$ cat src/rtl/veggie_gfx_pkg.sv
`default_nettype none
// +-----------------------------------------------------------------------------+
// | veggie_gfx_pkg : shared frame-buffer geometry, types and blitter enums      |
// | Rev 1.0                                                                     |
// +-----------------------------------------------------------------------------+
package veggie_gfx_pkg;

  localparam int H_RES  = 640;
  localparam int V_RES  = 480;
  localparam int ADDR_W = 19;
  localparam int PIX_W  = 8;

  localparam logic [PIX_W-1:0] TRANSPARENT_KEY = 8'hE3;

  typedef logic [ADDR_W-1:0] fb_addr_t;
  typedef logic [PIX_W-1:0]  pixel_t;

  typedef enum logic [1:0] {
    OP_NOP   = 2'd0,
    OP_CLEAR = 2'd1,
    OP_FILL  = 2'd2,
    OP_RSVD  = 2'd3
  } blit_op_t;

  typedef enum logic [1:0] {
    ST_IDLE   = 2'd0,
    ST_SETUP  = 2'd1,
    ST_RASTER = 2'd2,
    ST_DONE   = 2'd3
  } blit_state_t;

endpackage
`default_nettype wire

$ cat src/rtl/sprite_blitter_if.sv
`default_nettype none
// +-----------------------------------------------------------------------------+
// | sprite_blitter_if : draw-command handshake plus frame-buffer write port     |
// | Rev 1.0                                                                     |
// +-----------------------------------------------------------------------------+
interface sprite_blitter_if;
  import veggie_gfx_pkg::*;

  logic        cmd_valid;
  logic        cmd_ready;
  logic [1:0]  cmd_op;
  logic [9:0]  cmd_x;
  logic [9:0]  cmd_y;
  logic [9:0]  cmd_w;
  logic [9:0]  cmd_h;
  pixel_t      cmd_color;
  fb_addr_t    fb_wraddress;
  pixel_t      fb_data;
  logic        fb_wren;

  modport slave (
    input  cmd_valid, cmd_op, cmd_x, cmd_y, cmd_w, cmd_h, cmd_color,
    output cmd_ready, fb_wraddress, fb_data, fb_wren
  );

  modport master (
    output cmd_valid, cmd_op, cmd_x, cmd_y, cmd_w, cmd_h, cmd_color,
    input  cmd_ready, fb_wraddress, fb_data, fb_wren
  );

endinterface
`default_nettype wire

$ cat src/rtl/blit_clip.sv
`default_nettype none
// +-----------------------------------------------------------------------------+
// | blit_clip : clips a draw rectangle to the screen and precomputes row base   |
// | Rev 1.0                                                                     |
// +-----------------------------------------------------------------------------+
module blit_clip
  import veggie_gfx_pkg::*;
(
  input  logic        clk,
  input  logic        reset_n,
  input  logic        load,
  input  logic        is_clear,
  input  logic [9:0]  x,
  input  logic [9:0]  y,
  input  logic [9:0]  w,
  input  logic [9:0]  h,
  output logic [10:0] x0,
  output logic [10:0] y0,
  output logic [10:0] x1,
  output logic [10:0] y1,
  output fb_addr_t    row_base,
  output logic        empty
);

  logic [10:0] w_xs;
  logic [10:0] w_ys;

  // 11-bit sums cannot overflow for 10-bit operands
  assign w_xs = {1'b0, x} + {1'b0, w};
  assign w_ys = {1'b0, y} + {1'b0, h};

  always_ff @(posedge clk) begin
    if (!reset_n) begin
      x0       <= '0;
      y0       <= '0;
      x1       <= '0;
      y1       <= '0;
      row_base <= '0;
      empty    <= 1'b0;
    end else if (load) begin
      if (is_clear) begin
        x0       <= '0;
        y0       <= '0;
        x1       <= 11'(H_RES);
        y1       <= 11'(V_RES);
        row_base <= '0;
        empty    <= 1'b0;
      end else begin
        x0       <= {1'b0, x};
        y0       <= {1'b0, y};
        x1       <= (w_xs > 11'(H_RES)) ? 11'(H_RES) : w_xs;
        y1       <= (w_ys > 11'(V_RES)) ? 11'(V_RES) : w_ys;
        row_base <= {y, 9'd0} + {2'd0, y, 7'd0};
        empty    <= (x >= 10'(H_RES)) || (y >= 10'(V_RES)) || (w == '0) || (h == '0);
      end
    end
  end

endmodule
`default_nettype wire

$ cat src/rtl/sprite_blitter.sv
`default_nettype none
// +-----------------------------------------------------------------------------+
// | sprite_blitter : rasterises CLEAR/FILL commands into the 640x480 buffer     |
// | Option BLIT_TRANSPARENT_EN: FILL in TRANSPARENT_KEY walks but never writes. |
// | Rev 1.0                                                                     |
// +-----------------------------------------------------------------------------+
module sprite_blitter
  import veggie_gfx_pkg::*;
(
  input  logic            clk,
  input  logic            reset_n,
  sprite_blitter_if.slave bus,
  output logic            busy,
  output logic            done
);

  blit_state_t r_state, w_next;
  blit_op_t    w_op;
  logic        w_accept, w_draw, w_skip;
  logic        w_x_last, w_y_last;
  logic [10:0] r_cx, r_cy, w_cx, w_cy;
  fb_addr_t    r_rb, w_rb, r_addr, w_addr;
  pixel_t      r_color, r_data, w_data;
  logic        r_wren, w_wren, r_done, w_done;
  logic [10:0] w_x0, w_y0, w_x1, w_y1;
  fb_addr_t    w_row_base;
  logic        w_empty;

  assign w_op     = blit_op_t'(bus.cmd_op);
  assign w_accept = bus.cmd_valid && (r_state == ST_IDLE);
  assign w_draw   = (w_op == OP_CLEAR) || (w_op == OP_FILL);

  // The clipper doubles as the command latch: it only loads on accept.
  blit_clip u_clip (
    .clk      (clk),
    .reset_n  (reset_n),
    .load     (w_accept && w_draw),
    .is_clear (w_op == OP_CLEAR),
    .x        (bus.cmd_x),
    .y        (bus.cmd_y),
    .w        (bus.cmd_w),
    .h        (bus.cmd_h),
    .x0       (w_x0),
    .y0       (w_y0),
    .x1       (w_x1),
    .y1       (w_y1),
    .row_base (w_row_base),
    .empty    (w_empty)
  );

`ifdef BLIT_TRANSPARENT_EN
  logic r_skip;
  always_ff @(posedge clk) begin
    if (!reset_n)      r_skip <= 1'b0;
    else if (w_accept) r_skip <= (w_op == OP_FILL) && (bus.cmd_color == TRANSPARENT_KEY);
  end
  assign w_skip = r_skip;
`else
  assign w_skip = 1'b0;
`endif

  assign w_x_last = ((r_cx + 11'd1) == w_x1);
  assign w_y_last = ((r_cy + 11'd1) == w_y1);

  always_ff @(posedge clk) begin
    if (!reset_n) r_state <= ST_IDLE;
    else          r_state <= w_next;
  end

  always_comb begin
    w_next = r_state;
    w_cx   = r_cx;
    w_cy   = r_cy;
    w_rb   = r_rb;
    w_addr = r_addr;
    w_data = r_data;
    w_wren = 1'b0;
    w_done = 1'b0;
    case (r_state)
      ST_IDLE: begin
        if (w_accept) begin
          if (w_draw) w_next = ST_SETUP;
          else        w_done = 1'b1;
        end
      end
      ST_SETUP: begin
        w_cx   = w_x0;
        w_cy   = w_y0;
        w_rb   = w_row_base;
        w_next = w_empty ? ST_DONE : ST_RASTER;
      end
      ST_RASTER: begin
        w_wren = !w_skip;
        w_addr = r_rb + {8'd0, r_cx};
        w_data = r_color;
        if (w_x_last) begin
          // Advance a row by addition so the loop carries no multiplier.
          w_cx = w_x0;
          w_cy = r_cy + 11'd1;
          w_rb = r_rb + fb_addr_t'(H_RES);
          if (w_y_last) w_next = ST_DONE;
        end else begin
          w_cx = r_cx + 11'd1;
        end
      end
      ST_DONE: begin
        w_done = 1'b1;
        w_next = ST_IDLE;
      end
      default: w_next = ST_IDLE;
    endcase
  end

  always_ff @(posedge clk) begin
    if (!reset_n) begin
      r_cx    <= '0;
      r_cy    <= '0;
      r_rb    <= '0;
      r_color <= '0;
      r_addr  <= '0;
      r_data  <= '0;
      r_wren  <= 1'b0;
      r_done  <= 1'b0;
    end else begin
      r_cx   <= w_cx;
      r_cy   <= w_cy;
      r_rb   <= w_rb;
      r_addr <= w_addr;
      r_data <= w_data;
      r_wren <= w_wren;
      r_done <= w_done;
      if (w_accept) r_color <= bus.cmd_color;
    end
  end

  assign bus.cmd_ready    = (r_state == ST_IDLE);
  assign bus.fb_wraddress = r_addr;
  assign bus.fb_data      = r_data;
  assign bus.fb_wren      = r_wren;
  assign busy             = (r_state != ST_IDLE);
  assign done             = r_done;

endmodule
`default_nettype wire

$ cat src/flat_wrapper.sv
// flat-port wrapper written by rule: the top's interface ports become plain ports
module sprite_blitter_flat import veggie_gfx_pkg::*;
  (clk, reset_n, busy, done, bus_cmd_valid, bus_cmd_op, bus_cmd_x, bus_cmd_y, bus_cmd_w, bus_cmd_h, bus_cmd_color, bus_cmd_ready, bus_fb_wraddress, bus_fb_data, bus_fb_wren);
  sprite_blitter_if bus_i ();
  input  logic clk;
  input  logic reset_n;
  output logic busy;
  output logic done;
  input wire logic [$bits(bus_i.cmd_valid)-1:0] bus_cmd_valid;
  input wire logic [$bits(bus_i.cmd_op)-1:0] bus_cmd_op;
  input wire logic [$bits(bus_i.cmd_x)-1:0] bus_cmd_x;
  input wire logic [$bits(bus_i.cmd_y)-1:0] bus_cmd_y;
  input wire logic [$bits(bus_i.cmd_w)-1:0] bus_cmd_w;
  input wire logic [$bits(bus_i.cmd_h)-1:0] bus_cmd_h;
  input wire logic [$bits(bus_i.cmd_color)-1:0] bus_cmd_color;
  output wire logic [$bits(bus_i.cmd_ready)-1:0] bus_cmd_ready;
  output wire logic [$bits(bus_i.fb_wraddress)-1:0] bus_fb_wraddress;
  output wire logic [$bits(bus_i.fb_data)-1:0] bus_fb_data;
  output wire logic [$bits(bus_i.fb_wren)-1:0] bus_fb_wren;
  assign bus_i.cmd_valid = bus_cmd_valid;
  assign bus_i.cmd_op = bus_cmd_op;
  assign bus_i.cmd_x = bus_cmd_x;
  assign bus_i.cmd_y = bus_cmd_y;
  assign bus_i.cmd_w = bus_cmd_w;
  assign bus_i.cmd_h = bus_cmd_h;
  assign bus_i.cmd_color = bus_cmd_color;
  assign bus_cmd_ready = bus_i.cmd_ready;
  assign bus_fb_wraddress = bus_i.fb_wraddress;
  assign bus_fb_data = bus_i.fb_data;
  assign bus_fb_wren = bus_i.fb_wren;
  sprite_blitter u_core (.clk(clk), .reset_n(reset_n), .bus(bus_i), .busy(busy), .done(done));
endmodule
$ cat config.mk
export PLATFORM = sky130hd
export DESIGN_NAME = sprite_blitter_flat
export DESIGN_NICKNAME = d
export VERILOG_FILES = /design/src/rtl/veggie_gfx_pkg.sv /design/src/rtl/sprite_blitter_if.sv /design/src/rtl/blit_clip.sv /design/src/rtl/sprite_blitter.sv /design/src/flat_wrapper.sv
export SDC_FILE = /design/constraint.sdc
export NUM_CORES = 1
export LEC_CHECK = 0
export BUFFER_PORTS_ARGS = -buffer_cell sky130_fd_sc_hd__clkbuf_2
export CAP_MARGIN = 0
export CELL_PAD_IN_SITES_DETAIL_PLACEMENT = 1
export CELL_PAD_IN_SITES_GLOBAL_PLACEMENT = 2
export CORE_MARGIN = 4
export CORE_UTILIZATION = 35
export DETAILED_ROUTE_END_ITERATION = 16
export PLACE_DENSITY_LB_ADDON = 0.25
export SYNTH_ARGS = -nofsm -noshare
export SYNTH_HDL_FRONTEND = slang
export SYNTH_SLANG_ARGS = --single-unit
$ cat constraint.sdc
create_clock -name clk -period 3.7 [get_ports clk]
set_input_delay 0.74 -clock clk [delete_from_list [all_inputs] [get_ports clk]]
set_output_delay 0.74 -clock clk [all_outputs]
set_load 0.1 [all_outputs]
* Word level (Yosys, flattened, before mapping) *
Index checks and enable logic that the tools add are counted.

cells by class
  $add $sub $neg = 7
  eq/ne operators = 11
  reduce and logical (&&, ||, !) cells = 13
  multiplexer cells = 24
  magnitude comparators = 4

operators with widths
  kind                      number
  $mux W11                  6
  $pmux W11 S2              2
  $mux W19                  2
  $pmux W19 S2              1
  $add A10 B10 Y11          2
  $add A11 B1 Y11 const B   2
  $eq A11 B11 Y1            2
  $logic_not A10 Y1         2
  $mux W10                  2
  $add A19 B10 Y19 const B  1
  $add A19 B11 Y19          1
  $add A19 B17 Y19          1
  $gt A11 B10 Y1 const B    1
  $gt A11 B9 Y1 const B     1
  $ge A10 B10 Y1 const B    1
  $ge A10 B9 Y1 const B     1
  $mux W2                   4
  $ne A2 B1 Y1 const B      4
  $pmux W2 S4               1
  $eq A2 B2 Y1 const B      3
  $mux W1                   5
  $eq A2 B1 Y1 const B      2
  $logic_or A1 B1 Y1        4
  $reduce_and A4 Y1         1
  other kinds (5)           7

word-level totals
  output and inout port bits = 31
  word-level logic and storage cells = 74
  flip-flop bits (word level) = 144
  input port bits = 53

* Depth between registers and ports, before layout *
Gate-level depths: netlist of run 1.

  word-level depth = 5
  mapped depth = 10
  depth with buffers taken out = 10

* Modules after synthesis *
A second synthesis of run 1 with hierarchy kept.

unflattened totals
  cell total of the unflattened synthesis = 949
  area total of the unflattened synthesis = 8120.3 um2

modules (own cells, without submodules)
  module          sequential area each (um2)  area an instance (um2)  times used  cells an instance
  sprite_blitter  1601.5                      5108.6                  1           637
  blit_clip       1061.0                      3011.6                  1           312

* Least setup slack after synthesis of run 1 *
Ideal clock, no wire load.

  kind = register to register
  from = reg u_core.r_state[0]
  to = reg u_core.r_done, in the netlist u_core.done
  slack = 0.820 ns
  data arrival time = 2.802 ns
  data required time = 3.622 ns
  path buffers = 0
  library setup time = 0.078 ns
  period minus slack after synthesis = 2.880 ns
  stages on the path, launching flop included = 7
  cells stage by stage = dfxtp_1 > inv_1 > ha_1 > inv_1 > nor2_1 > a21oi_1 > nor3_1

between the ends
  cells in the longest elaborated chain, start to end = 4
  elaborated cells between the ends (all ways) = 5
  classes of those cells = eq/ne: 1; mux: 2; reduce/logical: 2

ends and longest elaborated chain
  element                 RTL line               RTL
  start, declared         sprite_blitter.sv:17   blit_state_t r_state, w_next;
  start signal, assigned  sprite_blitter.sv:67   else r_state <= w_next;
  $logic_not A2 Y1 (*)    n/a
  net bus_cmd_ready       flat_wrapper.sv:16     output wire logic [$bits(bus_i.cmd_ready)-1:0] bus_cmd_ready;
  $logic_and A1 B1 Y1     sprite_blitter.sv:30   assign w_accept = bus.cmd_valid && (r_state == ST_IDLE);
  $mux W1                 sprite_blitter.sv:81   if (w_accept) begin
  $pmux W1 S2 (*)         sprite_blitter.sv:79   case (r_state)
  end signal, assigned    sprite_blitter.sv:131  r_done <= w_done;
  end, declared           sprite_blitter.sv:24   logic r_wren, w_wren, r_done, w_done;

Mark *: on every way through the listed nets, which the timed path passes. The rest lies on a longest branch.
A chain may end at the register's enable or synchronous reset.

* Worst setup path after layout of run 1 *
  from = reg u_core.r_cx[0]
  to = reg u_core.r_rb[16]

between the ends
  cells in the longest elaborated chain, start to end = 4

ends and longest elaborated chain
  element                      RTL line               RTL
  start, declared              sprite_blitter.sv:21   logic [10:0] r_cx, r_cy, w_cx, w_cy;
  start signal, assigned       sprite_blitter.sv:125  r_cx <= w_cx;
  $add A11 B1 Y11              sprite_blitter.sv:62   assign w_x_last = ((r_cx + 11'd1) == w_x1);
  $eq A11 B11 Y1               sprite_blitter.sv:62
  $ne A2 B1 Y1 (no line)       n/a
  $reduce_and A2 Y1 (no line)  n/a
  end signal, assigned         sprite_blitter.sv:127  r_rb <= w_rb;
  end, declared                sprite_blitter.sv:22   fb_addr_t r_rb, w_rb, r_addr, w_addr;

Every way passes these cells.

==> flow_metrics.tcl, run 1 <==
set metrics [dict create \
    hold_violations 0 \
    synth_area_sq_um 7600 \
    rsz0062_at_grt "no" \
    async_flop_share_pct 0 \
    fmax_ghz 0.309 \
    final_cells 1277 \
    clock_latency_ns 0.43 \
    leakagePower_nw 3.50 \
    syn_to_final_growth_pct 16.4 \
    grt_pass1_wl_microns 38600 \
    wire_per_inst_microns 18.3 \
    critPathCaptureType "register" \
    ys_ff_latch 126 \
    crit_arrival_ns 3.61 \
    skew_ns 0.00926 \
    fin_setup_tns_ns 0 \
    setup_viol 0 \
    start_util_pct 35.8 \
    yosysUniqueCellTypes 71 \
    die_w_microns 155 \
    status "finished clean" \
    synth-edff-count 0 \
    cts.clk_slew.worst_paths_ns 0.06 \
    path_max_fanout 12 \
    drt-total-wl_microns 23300 \
    hold_buffers 0 \
    drv_slew 0 \
    ant_nets 0 \
    dr.pass1.iters 5 \
    critPathLaunchType "register" \
    ir_worst_vdd_v 0.000281 \
    synth_top_area_share_pct 33.2 \
    cts-root-buf "clkbuf_16" \
    synth.most_common_cell "dfxtp_1" \
    worstPathRequired_ns 4.07 \
    maxCapViolCount 0 \
    postSynthCellCount 930 \
    dieArea_sq_um 24100 \
    utilization_pct 41.7 \
    viasPerCell 5.51 \
    vias 7042 \
    drt-initial-drc-count 457 \
    crit_type "reg2reg" \
    antenna_found_initial 0 \
    ctsResizeCount 0 \
    place_hpwl_microns 17000 \
    regToRegSetupSlack_ns 0.47 \
    track_usage_pct 19.8 \
    coreArea_sq_um 21200 \
    synthTopCellsByCount "dfxtp_1 (126), nor2_1 (95), nand2_1 (83)" \
    cts_tree "yes" \
    power_density_nw_per_um2 648 \
    layout-drive-gt1-share_pct 15.1 \
    syn-num-nets 1026 \
    worst_pin_slew_ns 1.17 \
    final_nets 1085 \
    grt_max_degree 64 \
    synth_area_leader_cell "dfxtp_1" \
    drcViolationCount 0 \
    finalCritPeriodShare_pct 87.3 \
    h-tree-depth 4 \
    fillerInstances 2583 \
    avgSynthCellArea_sq_um 8.17 \
    holdWs_ns 0.458 \
    gp_congestion 0.798 \
    power.total_mw 5.73 \
    pin_count 84 \
    max_slew_margin_pct 21.3 \
    synth_ff_type "dfxtp_1" \
    rows 53 \
    die_h_microns 155 \
    num_antenna_cells 0 \
    ys_warn_count 0 \
    grt_pass1_vias 7192 \
    cts_buffers 17 \
    post_cts_buffers 0 \
    overflow 0 \
    synthTopCellsByArea "dfxtp_1 (33%), ha_1 (6.6%), nor2_1 (4.7%)" \
    clk_path_buf_depth 2 \
    post-route-min-period_ns 3.23 \
    hold_class "reg2reg" \
    dp_cells 1245 \
    cts_sinks 126 \
    seq_area_frac_synth_pct 33.2 \
    numPortBuffers 83 \
]
[registers in the layout (all words and copies together) (netlist names)]
| signal | count |
|---|---|
| u_core.u_clip.y0 | 10 |
| u_core.u_clip.empty | 1 |
| u_core.r_cy | 11 |
| u_core.u_clip.x1 | 11 |
| u_core.r_state | 2 |
| u_core.r_rb | 12 |
| u_core.u_clip.y1 | 11 |
| u_core.bus.fb_wren | 1 |
| u_core.r_cx | 11 |
| u_core.bus.fb_wraddress | 19 |
| u_core.r_color | 8 |
| u_core.done | 1 |
| u_core.u_clip.x0 | 10 |
| u_core.u_clip.row_base | 10 |
| u_core.bus.fb_data | 8 |
[layer usage]
| layer | vias to the layer above | GRT usage, % | part of all wire [%] |
|---|---|---|---|
| li1 | 3560 | - | - |
| met4 | 0 | 4.88 | 1.0 |
| met2 | 96 | 30.7 | 44 |
| met3 | 16 | 3.03 | 2.8 |
| met1 | 3370 | 28.8 | 52 |
| met5 | - | 0 | 0 |
[final timing paths]
path / endpoint / depth (start not counted) / startpoint
max: u_core.r_rb[16]$_SDFFE_PN0P_ / 8 / u_core.r_cx[0]$_SDFFE_PN0P_
min: u_core.r_color[2]$_SDFFE_PN0P_ / 2 / u_core.r_color[2]$_SDFFE_PN0P_
max reg2reg: u_core.r_rb[16]$_SDFFE_PN0P_ / 8 / u_core.r_cx[0]$_SDFFE_PN0P_
min reg2reg: u_core.r_color[2]$_SDFFE_PN0P_ / 2 / u_core.r_color[2]$_SDFFE_PN0P_
[cells in the final DEF, fill, tap and decap left out, types with 4 or more instances in the layout]
master     count
dfxtp_1      126
nor2_1        95
nand2_1       83
clkbuf_2      83
a21oi_1       69
o21ai_0       52
ha_1          39
nand3_1       37
xnor2_1       33
inv_1         25
mux2i_1       25
a31oi_1       21
nor3b_1       21
and3_1        18
xor2_1        18
a211oi_1      18
a21o_1        17
clkbuf_16     17
nor3_1        16
buf_4         15
nand4_1       12
o21a_1        10
nor2b_1        9
o211ai_1       8
a22oi_1        8
nor4_1         8
o221a_2        8
and2_1         7
o311ai_0       6
and4_1         5
o2111ai_1      5
o221ai_1       5
inv_6          5
or4_1          4
[metrics by stage]
| step | area (sq um) | setup slack, ns |
|---|---|---|
| after floorplan | 7600 | 0.820 |
| after global placement | 8250 | 0.526 |
| after detailed placement | 8250 | 0.451 |
| after CTS | 8840 | 0.494 |
| after global routing | 8840 | 0.309 |
| final | 8840 | 0.468 |
[critical path: stages, from the launching register on]
cell	delay [ns]
dfxtp_1	0.48
ha_1	0.28
and3_1	0.32
a21oi_1	0.15
a32oi_1	0.32
a22oi_4	0.15
and2_1	0.22
o21ai_1	0.90
o221a_2	0.35
[area by class of cell]
cell class / count / area (sq um) / area share [%]
tap: 275 / 344 / 3.89
inverter: 26 / 97.6 / 1.10
clock buffer: 18 / 439 / 4.97
multi-input combinational: 719 / 4730 / 53.5
sequential: 126 / 2520 / 28.5
clock inverter: 14 / 158 / 1.78
timing repair buffer: 99 / 548 / 6.20
[power breakdown]
part	switching, mW	internal, mW	total, mW
Clock	0.680	1.02	1.70
Combinational	1.57	0.678	2.25
Sequential	0.225	1.56	1.78
Total	2.47	3.26	5.73
[cells by family (layout without fill, tap and decap cells)]
kind of cell / after synthesis / count (layout) / synth area share [%]
AO/OA/AOI/OAI: 269 / 269 / 24.2
flip-flops: 126 / 126 / 33.2
adder cells (fa/ha/maj): 43 / 43 / 7.38
buffers and inverters: 85 / 157 / 4.53
AND/OR/NAND/NOR: 331 / 331 / 21.5
multiplexers: 25 / 25 / 3.29
XOR/XNOR: 51 / 51 / 5.88
Note: power is estimated with default switching activity, not from simulation.
==> run 2: changes to the inputs <==
--- a/config.mk
+++ b/config.mk
@@ -10,9 +10,11 @@
 export CELL_PAD_IN_SITES_DETAIL_PLACEMENT = 1
 export CELL_PAD_IN_SITES_GLOBAL_PLACEMENT = 2
 export CORE_MARGIN = 4
-export CORE_UTILIZATION = 35
+export CORE_UTILIZATION = 37
 export DETAILED_ROUTE_END_ITERATION = 16
 export PLACE_DENSITY_LB_ADDON = 0.25
+export SETUP_SLACK_MARGIN = 0.4
 export SYNTH_ARGS = -nofsm -noshare
 export SYNTH_HDL_FRONTEND = slang
+export SYNTH_HIERARCHICAL = 1
 export SYNTH_SLANG_ARGS = --single-unit
==> run 2 against run 1 <==
Against the previous run: clock skew is 0.0017 ns lower; die area is 1.0% higher; core utilization is 2.3 points higher; synthesized cell count is 2.0% higher; setup slack better by 0.23 ns; first-iteration DRC count is 33% lower; wire length is 4.4% higher; final cell count is 2.0% higher; fmax is 7.7% higher; flip-flop and latch count is 7 higher; critical endpoint is now u_core/r_cy[3]$_SDFFE_PN0P_; clock power is 2% lower; synthesized area is 6.9% higher.
==> flow_metrics.tcl, run 2 <==
set metrics [dict create \
    rows 53 \
    use_met2_pct 32.1 \
    crit_arrival_ns 3.32 \
    setup_ws_ns 0.699 \
    synthTopCellsByArea "dfxtp_1 (33%), ha_1 (7.4%), nand2_1 (3.5%)" \
    gp_congestion 0.796 \
    setup_viol 0 \
    cts_tree "yes" \
    grt_max_degree 51 \
    drt-initial-drc-count 305 \
    grt_util_met1_pct 28.4 \
    skew_ns 0.00753 \
    coreArea_sq_um 21300 \
    track_usage_pct 20.2 \
    final_cells 1302 \
    drt-total-wl_microns 24400 \
    placed_area_sq_um 8760 \
    synth_top_area_share_pct 32.8 \
    final_common_cell "dfxtp_1" \
    power.total_mw 4.97 \
    met3_usage_pct 3.13 \
    cts_sinks 133 \
    fillerInstances 2572 \
    numPortBuffers 83 \
    die_h_microns 156 \
    clk_path_buf_depth 2 \
    crit_slowest_cell "or4_1" \
    status "finished clean" \
    switching_share_pct 37.4 \
    crit_type "reg2reg" \
    cts-root-buf "clkbuf_16" \
    wire_per_inst_microns 18.7 \
    drv_slew 0 \
    num_antenna_cells 0 \
    start_util_pct 38.1 \
    cts_buffers 17 \
    vias 7433 \
    leakagePower_nw 3.72 \
    ant_nets 0 \
    drcViolationCount 0 \
    switchingPower_mw 1.86 \
    rsz0062_at_grt "no" \
    grt_pass1_vias 7461 \
    top_usage_layer "met2" \
    fmax_ghz 0.333 \
    synth_area_leader_cell "dfxtp_1" \
    seq_area_frac_synth_pct 32.8 \
    yosysUniqueCellTypes 85 \
    critPathLaunchType "register" \
    synth_area_sq_um 8120 \
    worstPathRequired_ns 4.02 \
    syn_to_final_growth_pct 15.3 \
    holdCritStartpoint "u_core/r_color[6]$_SDFFE_PN0P_" \
    critPathCaptureType "register" \
    antenna_found_initial 0 \
    die_w_microns 156 \
    r2r_cells 7 \
    worstReg2RegStart "u_core/r_cx[0]$_SDFFE_PN0P_" \
    place_hpwl_microns 18400 \
    multiInputGateArea_sq_um 5080 \
    place_ws_ns 0.573 \
    max_stage_delay_ns 0.74 \
    pwr-share-comb_pct 31.2 \
    finalCritPeriodShare_pct 81.1 \
    synthTopCellsByCount "dfxtp_1 (133), nand2_1 (75), nor2_1 (68)" \
    layout-drive-gt1-share_pct 15.2 \
    hold_violations 0 \
    hold_end "u_core/r_color[6]$_SDFFE_PN0P_" \
    grt_pass1_wl_microns 39800 \
    maxCapViolCount 0 \
    synth.most_common_cell "dfxtp_1" \
    p_clk_share_pct 33.4 \
    dr.pass1.iters 5 \
    max_slew_margin_pct 47.5 \
    intPower_mw 3.11 \
    dp_cells 1269 \
    worstPathCellList "ha_1, a2111oi_0, a41oi_1, or4_1, nor2_4, nand3_2, o311ai_1" \
    pin_count 84 \
    ys_ff_latch 133 \
    fin_setup_tns_ns 0 \
    holdPathStages 2 \
    path_max_fanout 8 \
    viasPerCell 5.71 \
    cts.clk_slew.worst_paths_ns 0.06 \
    hold_class "reg2reg" \
    dieArea_sq_um 24400 \
    synth_ff_type "dfxtp_1" \
    final_cell_area_sq_um 9360 \
    ir_worst_vdd_v 0.000298 \
    p_seq_share_pct 35.4 \
    async_flop_share_pct 0 \
    clock_latency_ns 0.42 \
    post-route-min-period_ns 3.00 \
    final_nets 1120 \
    power_density_nw_per_um2 531 \
    synth-edff-count 0 \
    overflow 0 \
    regToRegSetupSlack_ns 0.70 \
    avgSynthCellArea_sq_um 8.56 \
    postSynthCellCount 949 \
    h-tree-depth 4 \
    seq_area_sq_um 2660 \
    ys_warn_count 6 \
    worst_pin_slew_ns 0.779 \
    r2r_end "u_core/r_cy[3]$_SDFFE_PN0P_" \
    final_cell_mix "dfxtp_1 (133), clkbuf_2 (83), nand2_1 (75)" \
]
## run 2: cell families after synthesis
group           count (synthesis)  synth area share [%]
mux                            17                  2.10
fa+ha+maj                      52                  8.38
buf+inv                        98                  5.16
other cells                     1                0.0462
compound gates                297                  26.6
xor+xnor                       57                  6.32
simple gates                  294                  18.6
flops                         133                  32.8
## run 2: how the worst max path moves through the flow
stage	start	to	slack (ns)	cells past startpoint
after floorplan	u_core/r_state[0]$_SDFFE_PN0P_	u_core/u_clip/x1[2]$_SDFFE_PN0P_	0.50	11
after global placement	bus_cmd_x[0]	u_core/u_clip/x1[2]$_SDFFE_PN0P_	0.63	10
after detailed placement	bus_cmd_x[0]	u_core/u_clip/x1[0]$_SDFFE_PN0P_	0.57	10
after CTS	u_core/r_cx[0]$_SDFFE_PN0P_	u_core/r_rb[8]$_SDFFE_PN0P_	0.66	7
after global routing	u_core/r_cx[0]$_SDFFE_PN0P_	u_core/r_cy[3]$_SDFFE_PN0P_	0.44	7
final	u_core/r_cx[0]$_SDFFE_PN0P_	u_core/r_cy[3]$_SDFFE_PN0P_	0.70	7
## run 2: power groups by stage
stage | Clock (mW) | Combinational (mW) | Sequential [mW]
2_1_floorplan | 0 | 1.02 | 1.87
3_3_place_gp | 0 | 1.53 | 1.78
3_5_place_dp | 0 | 1.54 | 1.78
4_1_cts | 1.70 | 1.55 | 1.75
5_1_grt | 1.76 | 1.71 | 1.78
6_report | 1.66 | 1.55 | 1.76
## run 2: layout make-up
type | instances | share of cell area [%]
Tap cell | 275 | 3.67
Clock buffer | 20 | 4.77
Multi-Input combinational cell | 726 | 54.2
Timing Repair Buffer | 99 | 5.99
Inverter | 38 | 1.52
Clock inverter | 11 | 1.36
Sequential cell | 133 | 28.4
## run 2: layer usage
layer  vias to the layer above  routed length (microns)  part of all wire [%]
li1                       3662                        -                     -
met3                        26                     1070                   4.4
met4                         0                      336                   1.4
met2                       152                    10700                    44
met5                         -                        0                     0
met1                      3593                    12200                    50
## run 2: through the flow
step | util, % | hold WS (ns)
2_1_floorplan | - | 0.417
3_3_place_gp | 41.1 | 0.443
3_5_place_dp | 41.1 | 0.447
4_1_cts | 43.8 | 0.460
6_report | 44.0 | 0.457
5_1_grt | 44.0 | 0.490
## run 2: what timing repair did
item	CTS	global route
resized for setup	0	1
setup buffers	0	2
hold buffers	0	0
endpoints found under the setup margin	0	6
## run 2: critical path, delay by kind of cell (launching register included)
family / cells / cell delay [ns]
and+or+nand+nor: 3 / 1.28
AOI/OAI and AO/OA: 3 / 0.88
DFF: 1 / 0.39
adders and majority gates: 1 / 0.34
==> run 3: changes to the inputs <==
==> constraint.sdc (replaced) <==
create_clock -name clk -period 3 [get_ports clk]
set_input_delay 0.6 -clock clk [delete_from_list [all_inputs] [get_ports clk]]
set_output_delay 0.6 -clock clk [all_outputs]
set_load 0.1 [all_outputs]
==> run 3 against run 2 <==
Against the previous run: via count is 0.82% higher; flip-flop and latch count stayed put; core utilization is 2.5 points higher; largest power group is now clock.
==> flow_metrics.tcl, run 3 (synthesis gave the netlist of run 2 again) <==
set metrics [dict create \
    start_util_pct 38.1 \
    ir_worst_vdd_v 0.000300 \
    cp-startpoint "u_core/r_cx[2]$_SDFFE_PN0P_" \
    crit_arrival_ns 2.85 \
    power.total_mw 6.56 \
    r2r_cells 8 \
    crit_slowest_cell "or4_4" \
    pin_count 84 \
    vias 7494 \
    max_stage_delay_ns 0.61 \
    maxCapViolCount 0 \
    hold_class "in2reg" \
    regToRegSetupSlack_ns 0.47 \
    post-route-min-period_ns 2.53 \
    cts_tree "yes" \
    drt-total-wl_microns 25300 \
    cts_buffers 17 \
    cts_sinks 133 \
    dieArea_sq_um 24400 \
    gp_congestion 0.817 \
    grt_pass1_vias 7606 \
    drt-initial-drc-count 371 \
    fillerInstances 2526 \
    coreArea_sq_um 21300 \
    num_antenna_cells 0 \
    wire_per_inst_microns 18.8 \
    ant_nets 0 \
    max_slew_margin_pct 42.2 \
    status "finished clean" \
    holdWs_ns 0.403 \
    die_h_microns 156 \
    skew_ns 0.0125 \
    crit_type "reg2reg" \
    cts-root-buf "clkbuf_16" \
    layout-drive-gt1-share_pct 21.6 \
    overflow 0 \
    fin_setup_tns_ns 0 \
    utilization_pct 46.5 \
    final_cell_area_sq_um 9900 \
    crit_buf_inv 1 \
    worstReg2RegStart "u_core/r_cx[2]$_SDFFE_PN0P_" \
    rsz0062_at_grt "yes" \
    numPortBuffers 83 \
    holdCritStartpoint "bus_cmd_color[4]" \
    r2r_end "u_core/r_cy[1]$_SDFFE_PN0P_" \
    power_density_nw_per_um2 662 \
    final_nets 1161 \
    worstPathRequired_ns 3.32 \
    antenna_found_initial 0 \
    placed_area_sq_um 9020 \
    cts.clk_slew.worst_paths_ns 0.06 \
    grt_pass1_wl_microns 41200 \
    leakagePower_nw 3.97 \
    holdPathStages 3 \
    final_cell_mix "dfxtp_1 (124), clkbuf_2 (83), nand2_1 (74)" \
    rows 53 \
    track_usage_pct 20.8 \
    h-tree-depth 4 \
    place_hpwl_microns 19100 \
    final_common_cell "dfxtp_1" \
    setup_viol 0 \
    path_max_fanout 11 \
    dr.pass1.iters 5 \
    grt_max_degree 40 \
    worstPathCellList "and4_4, nand4_1, xnor2_2, or4_4, o21ai_4, buf_4, a21oi_1, a311oi_1" \
    critPathLaunchType "register" \
    fmax_ghz 0.395 \
    worst_pin_slew_ns 0.858 \
    syn_to_final_growth_pct 22.0 \
    die_w_microns 156 \
    drv_slew 0 \
    finalCritPeriodShare_pct 84.4 \
    hold_end "u_core/r_color[4]$_SDFFE_PN0P_" \
    drcViolationCount 0 \
    hold_violations 0 \
    clk_path_buf_depth 2 \
    viasPerCell 5.58 \
    crit_family "simple AND/OR/NAND/NOR gates" \
    clock_latency_ns 0.42 \
    critPathCaptureType "register" \
]
==> run 3: changes by cell type in the layout (fill, tap and decap cells not counted), moves of 3 or more <==
cell / change
ha_1: -4
a311oi_1: -3
dfxtp_1: -9
dfxtp_2: +7
buf_4: +41
a311oi_2: +3
==> run 3: cell type report <==
cell class                 count  area (sq um)  area share [%]
multi-input combinational    726          5260            53.1
clock inverter                12           178            1.79
clock buffer                  19           443            4.47
timing repair buffer         140           860            8.68
sequential                   133          2680            27.0
tap                          275           344            3.47
inverter                      38           143            1.44
==> run 3: report_power, final <==
| part | switching (mW) | internal, mW | leakage [nW] |
|---|---|---|---|
| clock | 0.808 | 1.41 | 0.292 |
| sequential | 0.195 | 1.96 | 1.08 |
| combinational | 1.37 | 0.810 | 2.60 |
==> run 3: worst register-to-register path: cells and delay by family (launching register included) <==
family / cells / cell delay [ns]
and+or+nand+nor: 3 / 1.11
AOI/OAI and AO/OA: 3 / 0.53
DFF: 1 / 0.36
xor gates and xnor gates: 1 / 0.23
buffers and inverters: 1 / 0.20
==> run 3: stage by stage <==
step | setup WS, ns | std cells
after global placement | 0.192 | 1297
after floorplan | 0.407 | 957
after detailed placement | 0.134 | 1297
final | 0.469 | 1343
after CTS | 0.402 | 1332
after global routing | 0.349 | 1343
==> run 3: worst max path at each step <==
stage                                       endpoint  cells after the start  slack (ns)
finish                   u_core/r_cy[1]$_SDFFE_PN0P_                      8        0.47
detailed placement       u_core/r_cx[2]$_SDFFE_PN0P_                      7        0.13
floorplan           u_core/u_clip/x1[2]$_SDFFE_PN0P_                      9        0.41
global route             u_core/r_cx[2]$_SDFFE_PN0P_                      7        0.35
global placement    u_core/u_clip/x1[4]$_SDFFE_PN0P_                     10        0.19
CTS                     u_core/r_rb[12]$_SDFFE_PN0P_                      8        0.40
==> run 3: timing repair <==
action	in CTS	in global routing
endpoints found under the hold margin	0	0
gates cloned	0	0
pin swaps	3	11
resized for setup	13	25
endpoints found under the setup margin	37	38
hold buffers	0	0
setup buffers	4	11
==> run 3: routing by layer <==
metal  vias up  track usage, %  part of all wire, %
li1       3734               -                    -
met1      3582            29.8                   50
met5         -               0                    0
met3        19            2.66                  3.5
met2       159            33.0                   45
met4         0            5.87                  1.1
